## src/rtl/membus_arbiter_rv32_if.sv

```systemverilog
`default_nettype none
// ============================================================================
// Module   : membus_arbiter_rv32_if
// Brief    : Fetch, data and external-bus signal bundle for membus_arbiter_rv32.
// Revision : 1.0
// ============================================================================
interface membus_arbiter_rv32_if;
    logic        iIF_REQ;
    logic [29:0] iIF_ADDR;
    logic        oIF_ACK;
    logic [31:0] oIF_DATA;
    logic        oIF_ERR;
    logic        iD_REQ;
    logic        iD_RW;
    logic [31:0] iD_ADDR;
    logic [31:0] iD_WDATA;
    logic [1:0]  iD_SIZE;
    logic        oD_ACK;
    logic [31:0] oD_RDATA;
    logic        oD_ERR;
    logic        oBUS_REQ;
    logic        oBUS_RW;
    logic [29:0] oBUS_ADDR;
    logic [31:0] oBUS_WDATA;
    logic [3:0]  oBUS_BE;
    logic        iBUS_ACK;
    logic [31:0] iBUS_RDATA;
    logic        oBUSY;

    modport slave (
        input  iIF_REQ, iIF_ADDR, iD_REQ, iD_RW, iD_ADDR, iD_WDATA, iD_SIZE,
               iBUS_ACK, iBUS_RDATA,
        output oIF_ACK, oIF_DATA, oIF_ERR, oD_ACK, oD_RDATA, oD_ERR,
               oBUS_REQ, oBUS_RW, oBUS_ADDR, oBUS_WDATA, oBUS_BE, oBUSY
    );

    modport master (
        output iIF_REQ, iIF_ADDR, iD_REQ, iD_RW, iD_ADDR, iD_WDATA, iD_SIZE,
               iBUS_ACK, iBUS_RDATA,
        input  oIF_ACK, oIF_DATA, oIF_ERR, oD_ACK, oD_RDATA, oD_ERR,
               oBUS_REQ, oBUS_RW, oBUS_ADDR, oBUS_WDATA, oBUS_BE, oBUSY
    );
endinterface
`default_nettype wire

```

## src/rtl/membus_arbiter_rv32.sv

```systemverilog
`default_nettype none
// ============================================================================
// Module   : membus_arbiter_rv32
// Brief    : Shares one req/ack memory bus between fetch and the data port,
//            with data priority, starvation guard, lane steering and timeout.
// Revision : 1.0
// ============================================================================
module membus_arbiter_rv32 #(
    parameter int TIMEOUT = 255,
    parameter int FAIRCNT = 4
) (
    input  wire logic            iCLK,
    input  wire logic            iRSTn,
    membus_arbiter_rv32_if.slave bus
);
    localparam int          TW       = $clog2(TIMEOUT + 1);
    localparam int          FW       = $clog2(FAIRCNT + 1);
    localparam logic [TW-1:0] TMO_LAST = TW'(TIMEOUT - 1);
    localparam logic [FW-1:0] FAIR_MAX = FW'(FAIRCNT);

    typedef enum logic [1:0] {
        S_IDLE = 2'd0,
        S_DBUS = 2'd1,
        S_IBUS = 2'd2,
        S_RESP = 2'd3
    } state_t;

    state_t        state_q, state_d;
    logic [FW-1:0] starv_q, starv_d;
    logic [TW-1:0] tmo_q, tmo_d;
    logic [1:0]    size_q, size_d;
    logic [1:0]    off_q, off_d;
    logic          req_q, req_d;
    logic          rw_q, rw_d;
    logic [29:0]   addr_q, addr_d;
    logic [31:0]   wdata_q, wdata_d;
    logic [3:0]    be_q, be_d;
    logic          if_ack_q, if_ack_d;
    logic          if_err_q, if_err_d;
    logic [31:0]   if_data_q, if_data_d;
    logic          d_ack_q, d_ack_d;
    logic          d_err_q, d_err_d;
    logic [31:0]   d_rdata_q, d_rdata_d;

    logic          w_if_elig, w_d_elig, w_starved, w_misal;
    logic [3:0]    w_lane_be;
    logic [31:0]   w_lane_wdata, w_shift, w_load;

    // A requester whose ack is showing this cycle is still holding its old request.
    assign w_if_elig = bus.iIF_REQ & ~if_ack_q;
    assign w_d_elig  = bus.iD_REQ  & ~d_ack_q;
    assign w_starved = (starv_q == FAIR_MAX);
    assign w_misal   = (bus.iD_SIZE == 2'b11)
                    || ((bus.iD_SIZE == 2'b01) && bus.iD_ADDR[0])
                    || ((bus.iD_SIZE == 2'b10) && (bus.iD_ADDR[1:0] != 2'b00));

    always_comb begin
        w_lane_be    = 4'b1111;
        w_lane_wdata = bus.iD_WDATA;
        case (bus.iD_SIZE)
            2'b00: begin
                w_lane_be    = 4'b0001 << bus.iD_ADDR[1:0];
                w_lane_wdata = {4{bus.iD_WDATA[7:0]}};
            end
            2'b01: begin
                w_lane_be    = bus.iD_ADDR[1] ? 4'b1100 : 4'b0011;
                w_lane_wdata = {2{bus.iD_WDATA[15:0]}};
            end
            default: ;
        endcase
    end

    always_comb begin
        w_shift = bus.iBUS_RDATA >> {off_q, 3'b000};
        case (size_q)
            2'b00:   w_load = {24'd0, w_shift[7:0]};
            2'b01:   w_load = {16'd0, w_shift[15:0]};
            default: w_load = w_shift;
        endcase
    end

    always_comb begin
        state_d   = state_q;
        starv_d   = starv_q;
        tmo_d     = tmo_q;
        size_d    = size_q;
        off_d     = off_q;
        req_d     = req_q;
        rw_d      = rw_q;
        addr_d    = addr_q;
        wdata_d   = wdata_q;
        be_d      = be_q;
        if_ack_d  = 1'b0;
        if_err_d  = 1'b0;
        if_data_d = if_data_q;
        d_ack_d   = 1'b0;
        d_err_d   = 1'b0;
        d_rdata_d = d_rdata_q;
        case (state_q)
            S_IDLE: begin
                if (w_d_elig && !(w_if_elig && w_starved)) begin
                    size_d = bus.iD_SIZE;
                    off_d  = bus.iD_ADDR[1:0];
                    if (bus.iIF_REQ && !w_starved) starv_d = starv_q + FW'(1);
                    if (w_misal) begin
                        state_d   = S_RESP;
                        d_ack_d   = 1'b1;
                        d_err_d   = 1'b1;
                        d_rdata_d = '0;
                    end else begin
                        state_d = S_DBUS;
                        req_d   = 1'b1;
                        rw_d    = bus.iD_RW;
                        addr_d  = bus.iD_ADDR[31:2];
                        wdata_d = w_lane_wdata;
                        be_d    = bus.iD_RW ? 4'b1111 : w_lane_be;
                    end
                end else if (w_if_elig) begin
                    starv_d = '0;
                    state_d = S_IBUS;
                    req_d   = 1'b1;
                    rw_d    = 1'b1;
                    addr_d  = bus.iIF_ADDR;
                    be_d    = 4'b1111;
                end
            end
            S_DBUS, S_IBUS: begin
                // An ack arriving on the last allowed cycle still completes normally.
                if (bus.iBUS_ACK || (tmo_q == TMO_LAST)) begin
                    req_d   = 1'b0;
                    tmo_d   = '0;
                    state_d = S_RESP;
                    if (state_q == S_DBUS) begin
                        d_ack_d   = 1'b1;
                        d_err_d   = ~bus.iBUS_ACK;
                        d_rdata_d = (bus.iBUS_ACK && rw_q) ? w_load : '0;
                    end else begin
                        if_ack_d  = 1'b1;
                        if_err_d  = ~bus.iBUS_ACK;
                        if_data_d = bus.iBUS_ACK ? bus.iBUS_RDATA : '0;
                    end
                end else begin
                    tmo_d = tmo_q + TW'(1);
                end
            end
            default: begin
                tmo_d   = '0;
                state_d = S_IDLE;
            end
        endcase
    end

    always_ff @(posedge iCLK or negedge iRSTn) begin
        if (!iRSTn) begin
            state_q   <= S_IDLE;
            starv_q   <= '0;
            tmo_q     <= '0;
            size_q    <= '0;
            off_q     <= '0;
            req_q     <= 1'b0;
            rw_q      <= 1'b0;
            addr_q    <= '0;
            wdata_q   <= '0;
            be_q      <= '0;
            if_ack_q  <= 1'b0;
            if_err_q  <= 1'b0;
            if_data_q <= '0;
            d_ack_q   <= 1'b0;
            d_err_q   <= 1'b0;
            d_rdata_q <= '0;
        end else begin
            state_q   <= state_d;
            starv_q   <= starv_d;
            tmo_q     <= tmo_d;
            size_q    <= size_d;
            off_q     <= off_d;
            req_q     <= req_d;
            rw_q      <= rw_d;
            addr_q    <= addr_d;
            wdata_q   <= wdata_d;
            be_q      <= be_d;
            if_ack_q  <= if_ack_d;
            if_err_q  <= if_err_d;
            if_data_q <= if_data_d;
            d_ack_q   <= d_ack_d;
            d_err_q   <= d_err_d;
            d_rdata_q <= d_rdata_d;
        end
    end

    assign bus.oIF_ACK    = if_ack_q;
    assign bus.oIF_ERR    = if_err_q;
    assign bus.oIF_DATA   = if_data_q;
    assign bus.oD_ACK     = d_ack_q;
    assign bus.oD_ERR     = d_err_q;
    assign bus.oD_RDATA   = d_rdata_q;
    assign bus.oBUS_REQ   = req_q;
    assign bus.oBUS_RW    = rw_q;
    assign bus.oBUS_ADDR  = addr_q;
    assign bus.oBUS_WDATA = wdata_q;
    assign bus.oBUS_BE    = be_q;
    assign bus.oBUSY      = (state_q != S_IDLE);
endmodule
`default_nettype wire

```

## src/flat_wrapper.sv

```systemverilog
// flat-port wrapper written by rule: the top's interface ports become plain ports
module membus_arbiter_rv32_flat 
#(
    parameter int TIMEOUT = 255,
    parameter int FAIRCNT = 4
)
  (iCLK, iRSTn, bus_iIF_REQ, bus_iIF_ADDR, bus_iD_REQ, bus_iD_RW, bus_iD_ADDR, bus_iD_WDATA, bus_iD_SIZE, bus_iBUS_ACK, bus_iBUS_RDATA, bus_oIF_ACK, bus_oIF_DATA, bus_oIF_ERR, bus_oD_ACK, bus_oD_RDATA, bus_oD_ERR, bus_oBUS_REQ, bus_oBUS_RW, bus_oBUS_ADDR, bus_oBUS_WDATA, bus_oBUS_BE, bus_oBUSY);
  membus_arbiter_rv32_if bus_i ();
  input  wire logic iCLK;
  input  wire logic iRSTn;
  input wire logic [$bits(bus_i.iIF_REQ)-1:0] bus_iIF_REQ;
  input wire logic [$bits(bus_i.iIF_ADDR)-1:0] bus_iIF_ADDR;
  input wire logic [$bits(bus_i.iD_REQ)-1:0] bus_iD_REQ;
  input wire logic [$bits(bus_i.iD_RW)-1:0] bus_iD_RW;
  input wire logic [$bits(bus_i.iD_ADDR)-1:0] bus_iD_ADDR;
  input wire logic [$bits(bus_i.iD_WDATA)-1:0] bus_iD_WDATA;
  input wire logic [$bits(bus_i.iD_SIZE)-1:0] bus_iD_SIZE;
  input wire logic [$bits(bus_i.iBUS_ACK)-1:0] bus_iBUS_ACK;
  input wire logic [$bits(bus_i.iBUS_RDATA)-1:0] bus_iBUS_RDATA;
  output wire logic [$bits(bus_i.oIF_ACK)-1:0] bus_oIF_ACK;
  output wire logic [$bits(bus_i.oIF_DATA)-1:0] bus_oIF_DATA;
  output wire logic [$bits(bus_i.oIF_ERR)-1:0] bus_oIF_ERR;
  output wire logic [$bits(bus_i.oD_ACK)-1:0] bus_oD_ACK;
  output wire logic [$bits(bus_i.oD_RDATA)-1:0] bus_oD_RDATA;
  output wire logic [$bits(bus_i.oD_ERR)-1:0] bus_oD_ERR;
  output wire logic [$bits(bus_i.oBUS_REQ)-1:0] bus_oBUS_REQ;
  output wire logic [$bits(bus_i.oBUS_RW)-1:0] bus_oBUS_RW;
  output wire logic [$bits(bus_i.oBUS_ADDR)-1:0] bus_oBUS_ADDR;
  output wire logic [$bits(bus_i.oBUS_WDATA)-1:0] bus_oBUS_WDATA;
  output wire logic [$bits(bus_i.oBUS_BE)-1:0] bus_oBUS_BE;
  output wire logic [$bits(bus_i.oBUSY)-1:0] bus_oBUSY;
  assign bus_i.iIF_REQ = bus_iIF_REQ;
  assign bus_i.iIF_ADDR = bus_iIF_ADDR;
  assign bus_i.iD_REQ = bus_iD_REQ;
  assign bus_i.iD_RW = bus_iD_RW;
  assign bus_i.iD_ADDR = bus_iD_ADDR;
  assign bus_i.iD_WDATA = bus_iD_WDATA;
  assign bus_i.iD_SIZE = bus_iD_SIZE;
  assign bus_i.iBUS_ACK = bus_iBUS_ACK;
  assign bus_i.iBUS_RDATA = bus_iBUS_RDATA;
  assign bus_oIF_ACK = bus_i.oIF_ACK;
  assign bus_oIF_DATA = bus_i.oIF_DATA;
  assign bus_oIF_ERR = bus_i.oIF_ERR;
  assign bus_oD_ACK = bus_i.oD_ACK;
  assign bus_oD_RDATA = bus_i.oD_RDATA;
  assign bus_oD_ERR = bus_i.oD_ERR;
  assign bus_oBUS_REQ = bus_i.oBUS_REQ;
  assign bus_oBUS_RW = bus_i.oBUS_RW;
  assign bus_oBUS_ADDR = bus_i.oBUS_ADDR;
  assign bus_oBUS_WDATA = bus_i.oBUS_WDATA;
  assign bus_oBUS_BE = bus_i.oBUS_BE;
  assign bus_oBUSY = bus_i.oBUSY;
  membus_arbiter_rv32 #(.TIMEOUT(TIMEOUT), .FAIRCNT(FAIRCNT)) u_core (.iCLK(iCLK), .iRSTn(iRSTn), .bus(bus_i));
endmodule
```

## config.mk

```make
export PLATFORM = sky130hd
export DESIGN_NAME = membus_arbiter_rv32_flat
export DESIGN_NICKNAME = d
export VERILOG_FILES = /design/src/rtl/membus_arbiter_rv32_if.sv /design/src/rtl/membus_arbiter_rv32.sv /design/src/flat_wrapper.sv
export SDC_FILE = /design/constraint.sdc
export NUM_CORES = 1
export LEC_CHECK = 0
export ABC_AREA = 1
export BUFFER_PORTS_ARGS = -buffer_cell sky130_fd_sc_hd__buf_2
export CAP_MARGIN = 20
export CORE_ASPECT_RATIO = 1.2
export CORE_MARGIN = 1
export CORE_UTILIZATION = 40
export DETAILED_ROUTE_END_ITERATION = 7
export PLACE_DENSITY = 0.66
export SLEW_MARGIN = 20
export SYNTH_ARGS = -nofsm -noshare
export SYNTH_HDL_FRONTEND = slang
export SYNTH_SLANG_ARGS = --single-unit
```

## constraint.sdc

```tcl
create_clock -name iCLK -period 3.4 [get_ports iCLK]
set_input_delay 0.51 -clock iCLK [delete_from_list [all_inputs] [get_ports iCLK]]
set_output_delay 0.51 -clock iCLK [all_outputs]
set_load 0.05 [all_outputs]
```

==> metrics.md <==
| Metric | Value |
|---|---|
| Post-Route Skew | 0.00878 ns |
| Netlist cell types | 27 |
| Post-DP HPWL | 16100 um |
| R2R depth | 8 |
| TritonCTS Buffers | 17 |
| Area grow syn2layout | 25.7% |
| Relative slew margins | 40.1% |
| Ys async rst share | 100% |
| Setup TNS | 0 ns |
| Worst Tran Pin Value | 0.898 ns |
| Cts-stage hold buffer count | 0 |
| CP required | 3.69 ns |
| Cell total after placement | 1532 |
| CP arrival | 2.78 ns |
| Largest net degree at the start of global routing | 63 |
| Share of cells above drive strength 1 | 25.3% |
| Fill cells | 1835 |
| Cell count after synthesis | 1053 |
| Tcrit/Tclk final | 73.2% |
| Area of the multi-input gates | 3410 um^2 |
| Synth warnings | 0 |
| Seq cells post-synth | 153 |
| Highest-delay cell along the critical path | nand4_2 |
| DR iter-0 viols | 503 |
| Hold Path Class | in2async |
| Number of max-cap violations | 0 |
| Drt wl/cell | 14.3 um |
| Final std cells w/o fill | 1562 |
| Peak per-stage delay on the critical path | 0.70 ns |
| Root Driver | clkbuf_16 |
| Routability Congestion | 0.902 |
| Final wirelength | 22300 um |
| FF/Latch Area | 3830 um^2 |
| I/O Buffers | 270 |
| Overflow after GRT | 0 |
| Vias per std cell | 4.79 |
| Vias post-DR | 7487 |
| RSZ-0062 raised after global routing | no |
| Net Count, Synth | 1195 |
| Fin. max-slew vios | 0 |
| Cell row count | 55 |
| Clock transition at the registers of the reported paths | 0.06 ns |
| Lkg Pwr | 5.62 nW |
| Status | complete, no violations |
| Hold Vio Cnt, Final | 0 |
| Mean Syn Cell Area | 7.37 um^2 |
| DIE WIDTH | 129 um |
| Tmin final | 2.49 ns |
| Critical Path, Cell by Cell | inv_1 -> ha_1 -> buf_4 -> nor2_2 -> buf_4 -> nand4_2 -> nand2_1 -> nand2_1 |
| Fmax achieved | 402 MHz |
| Worst slack at placement | 0.898 ns |
| Share of the synthesized area in the top cell type | 49.3% |
| Post-CTS sizing | 0 |
| # IOs | 271 |
| Most frequent cell after synthesis | nand2_1 |
| ANT cells | 0 |
| Detailed Routing Iterations Pass 1 | 4 |
| Maximum fanout along the worst path | 34 |
| Die Y | 155 um |
| Post-CTS setup buffers | 0 |
| Element type at the critical path end | register |
| Crit path kind | reg2reg |
| Core ar. | 18900 um^2 |
| First-pass GRT wire length | 35600 um |
| Seq/Total Area, Yosys | 49.3% |
| CP startpoint kind | register |
| Pwr dens | 1080 nW/um^2 |
| CTS tree | built |
| CTS H-tree lvls | 4 |
| Initial Util | 41.0% |
| Tot GR Track Use | 22.9% |
| Final Net Count | 1437 |
| Leading cell types by total area after synthesis | dfrtp_1 49%, nand2_1 24%, nor2_1 4.9%, nand3_1 3.7%, a21oi_1 3.4% |
| Top_reg_cell synth | dfrtp_1 |
| Setup WS post-layout | 0.912 ns |
| Number of global-route vias before repair | 7165 |
| Top cell type by total area after synthesis | dfrtp_1 |
| Final Core Density | 51.6% |
| DRC Markers | 0 |
| Synthesized area | 7760 um^2 |
| Top post-synthesis cells by count | 494 x nand2_1, 153 x dfrtp_1, 101 x nor2_1, 57 x nand3_1, 53 x a21oi_1 |
| Worst skew pair latency | 0.41 ns |
| Post-DRT Antenna Nets | 0 |
| Initial antenna violation count | 0 |
| Clock Tree Buf Depth | 2 |
| Clock Sinks | 153 |
| EDFF count, synth | 0 |
| VDD IR max | 608 uV |
| DIE AREA | 20000 um^2 |
| Min Hold Slack | 0.0761 ns |
| Setup Viol. Count Final | 0 |
==> flip-flops by register name, summed over array words and instances, names as in the netlist <==
signal,cells
u_core.state_q,2
u_core.size_q,2
u_core.bus.oIF_ERR,1
u_core.bus.oIF_DATA,32
u_core.off_q,2
u_core.bus.oBUS_RW,1
u_core.bus.oD_ACK,1
u_core.bus.oBUS_ADDR,30
u_core.starv_q,3
u_core.bus.oD_ERR,1
u_core.tmo_q,8
u_core.bus.oIF_ACK,1
u_core.bus.oD_RDATA,32
u_core.bus.oBUS_WDATA,32
u_core.bus.oBUS_BE,4
u_core.bus.oBUS_REQ,1
==> metrics by stage <==
step / instance area [um^2] / power [mW]
after floorplan: 7760 / 7.46
after global placement: 9220 / 8.76
after detailed placement: 9220 / 8.84
after CTS: 9760 / 10.7
after global routing: 9760 / 11.2
final: 9760 / 10.6
==> worst paths after layout <==
check | slack [ns] | end | startpoint
setup / recovery | 0.91 | u_core.bus.oD_RDATA[17]$_DFFE_PN0P_ | u_core.state_q[0]$_DFFE_PN0P_
hold / removal | 0.08 | u_core.bus.oIF_DATA[27]$_DFFE_PN0P_ | iRSTn
setup reg to reg | 0.91 | u_core.bus.oD_RDATA[17]$_DFFE_PN0P_ | u_core.state_q[0]$_DFFE_PN0P_
hold reg to reg | 0.46 | u_core.bus.oIF_DATA[0]$_DFFE_PN0P_ | u_core.bus.oIF_DATA[0]$_DFFE_PN0P_
max in group asynchronous | 2.48 | u_core.bus.oBUS_WDATA[5]$_DFFE_PN0P_ | iRSTn
min in group iCLK | 0.36 | u_core.bus.oBUS_WDATA[1]$_DFFE_PN0P_ | bus_iD_WDATA[1]
==> placed cells by master (no fill, tap or decap), types with 2 or more instances in the layout <==
master / instances
nor2_4: 2
buf_4: 12
inv_1: 45
clkbuf_16: 17
dfrtp_1: 153
o21ai_1: 2
nand3_4: 2
inv_2: 2
ha_1: 8
nand3_1: 57
xor2_1: 2
nor2_2: 2
nand2_2: 6
clkbuf_1: 2
nand4_1: 34
inv_6: 3
clkinv_2: 2
nand2_1: 494
clkinvlp_4: 4
buf_2: 269
nor2_1: 99
a21oi_1: 53
nor3_1: 3
o21ai_0: 22
==> power by group <==
part | total [mW] | leakage [nW] | switching, mW | internal [mW]
clock | 1.79 | 0.255 | 0.769 | 1.02
sequential | 2.99 | 1.93 | 0.427 | 2.56
combinational | 5.80 | 3.44 | 4.53 | 1.27
total | 10.6 | 5.62 | 5.73 | 4.86
==> cell type report <==
cell class                 count  share of cell area, %
clock buffer                  20                   4.58
clock inverter                10                  0.987
inverter                      49                   1.91
multi-input combinational    791                   35.0
sequential                   153                   39.2
tap                          256                   3.28
timing repair buffer         283                   15.0
==> worst max-delay path: cells and delay by family (launching register included) <==
kind,cells,cell delay [ns]
buffers and inverters,3,0.64
AND/OR/NAND/NOR,4,1.15
adder cells (fa/ha/maj),1,0.19
flip-flops,1,0.40
==> layer usage <==
| metal | up-vias | routed length (um) | global-route usage (%) | part of all wire, % |
|---|---|---|---|---|
| met3 | 32 | 1290 | 5.29 | 5.8 |
| met1 | 3421 | 9660 | 28.3 | 43 |
| met4 | 0 | 534 | 8.80 | 2.4 |
| li1 | 3785 | - | - | - |
| met2 | 249 | 10900 | 38.5 | 49 |
| met5 | - | 0 | 0 | 0 |
==> logic make-up after synthesis <==
logic type               share of synthesized area, %
AND/OR/NAND/NOR                                  37.1
flip-flops                                       49.3
buffers and inverters                            6.80
AO/OA/AOI/OAI                                    5.17
adder cells (fa/ha/maj)                          1.29
XOR/XNOR                                        0.338
No activity file was read; power rests on OpenSTA's default activity.
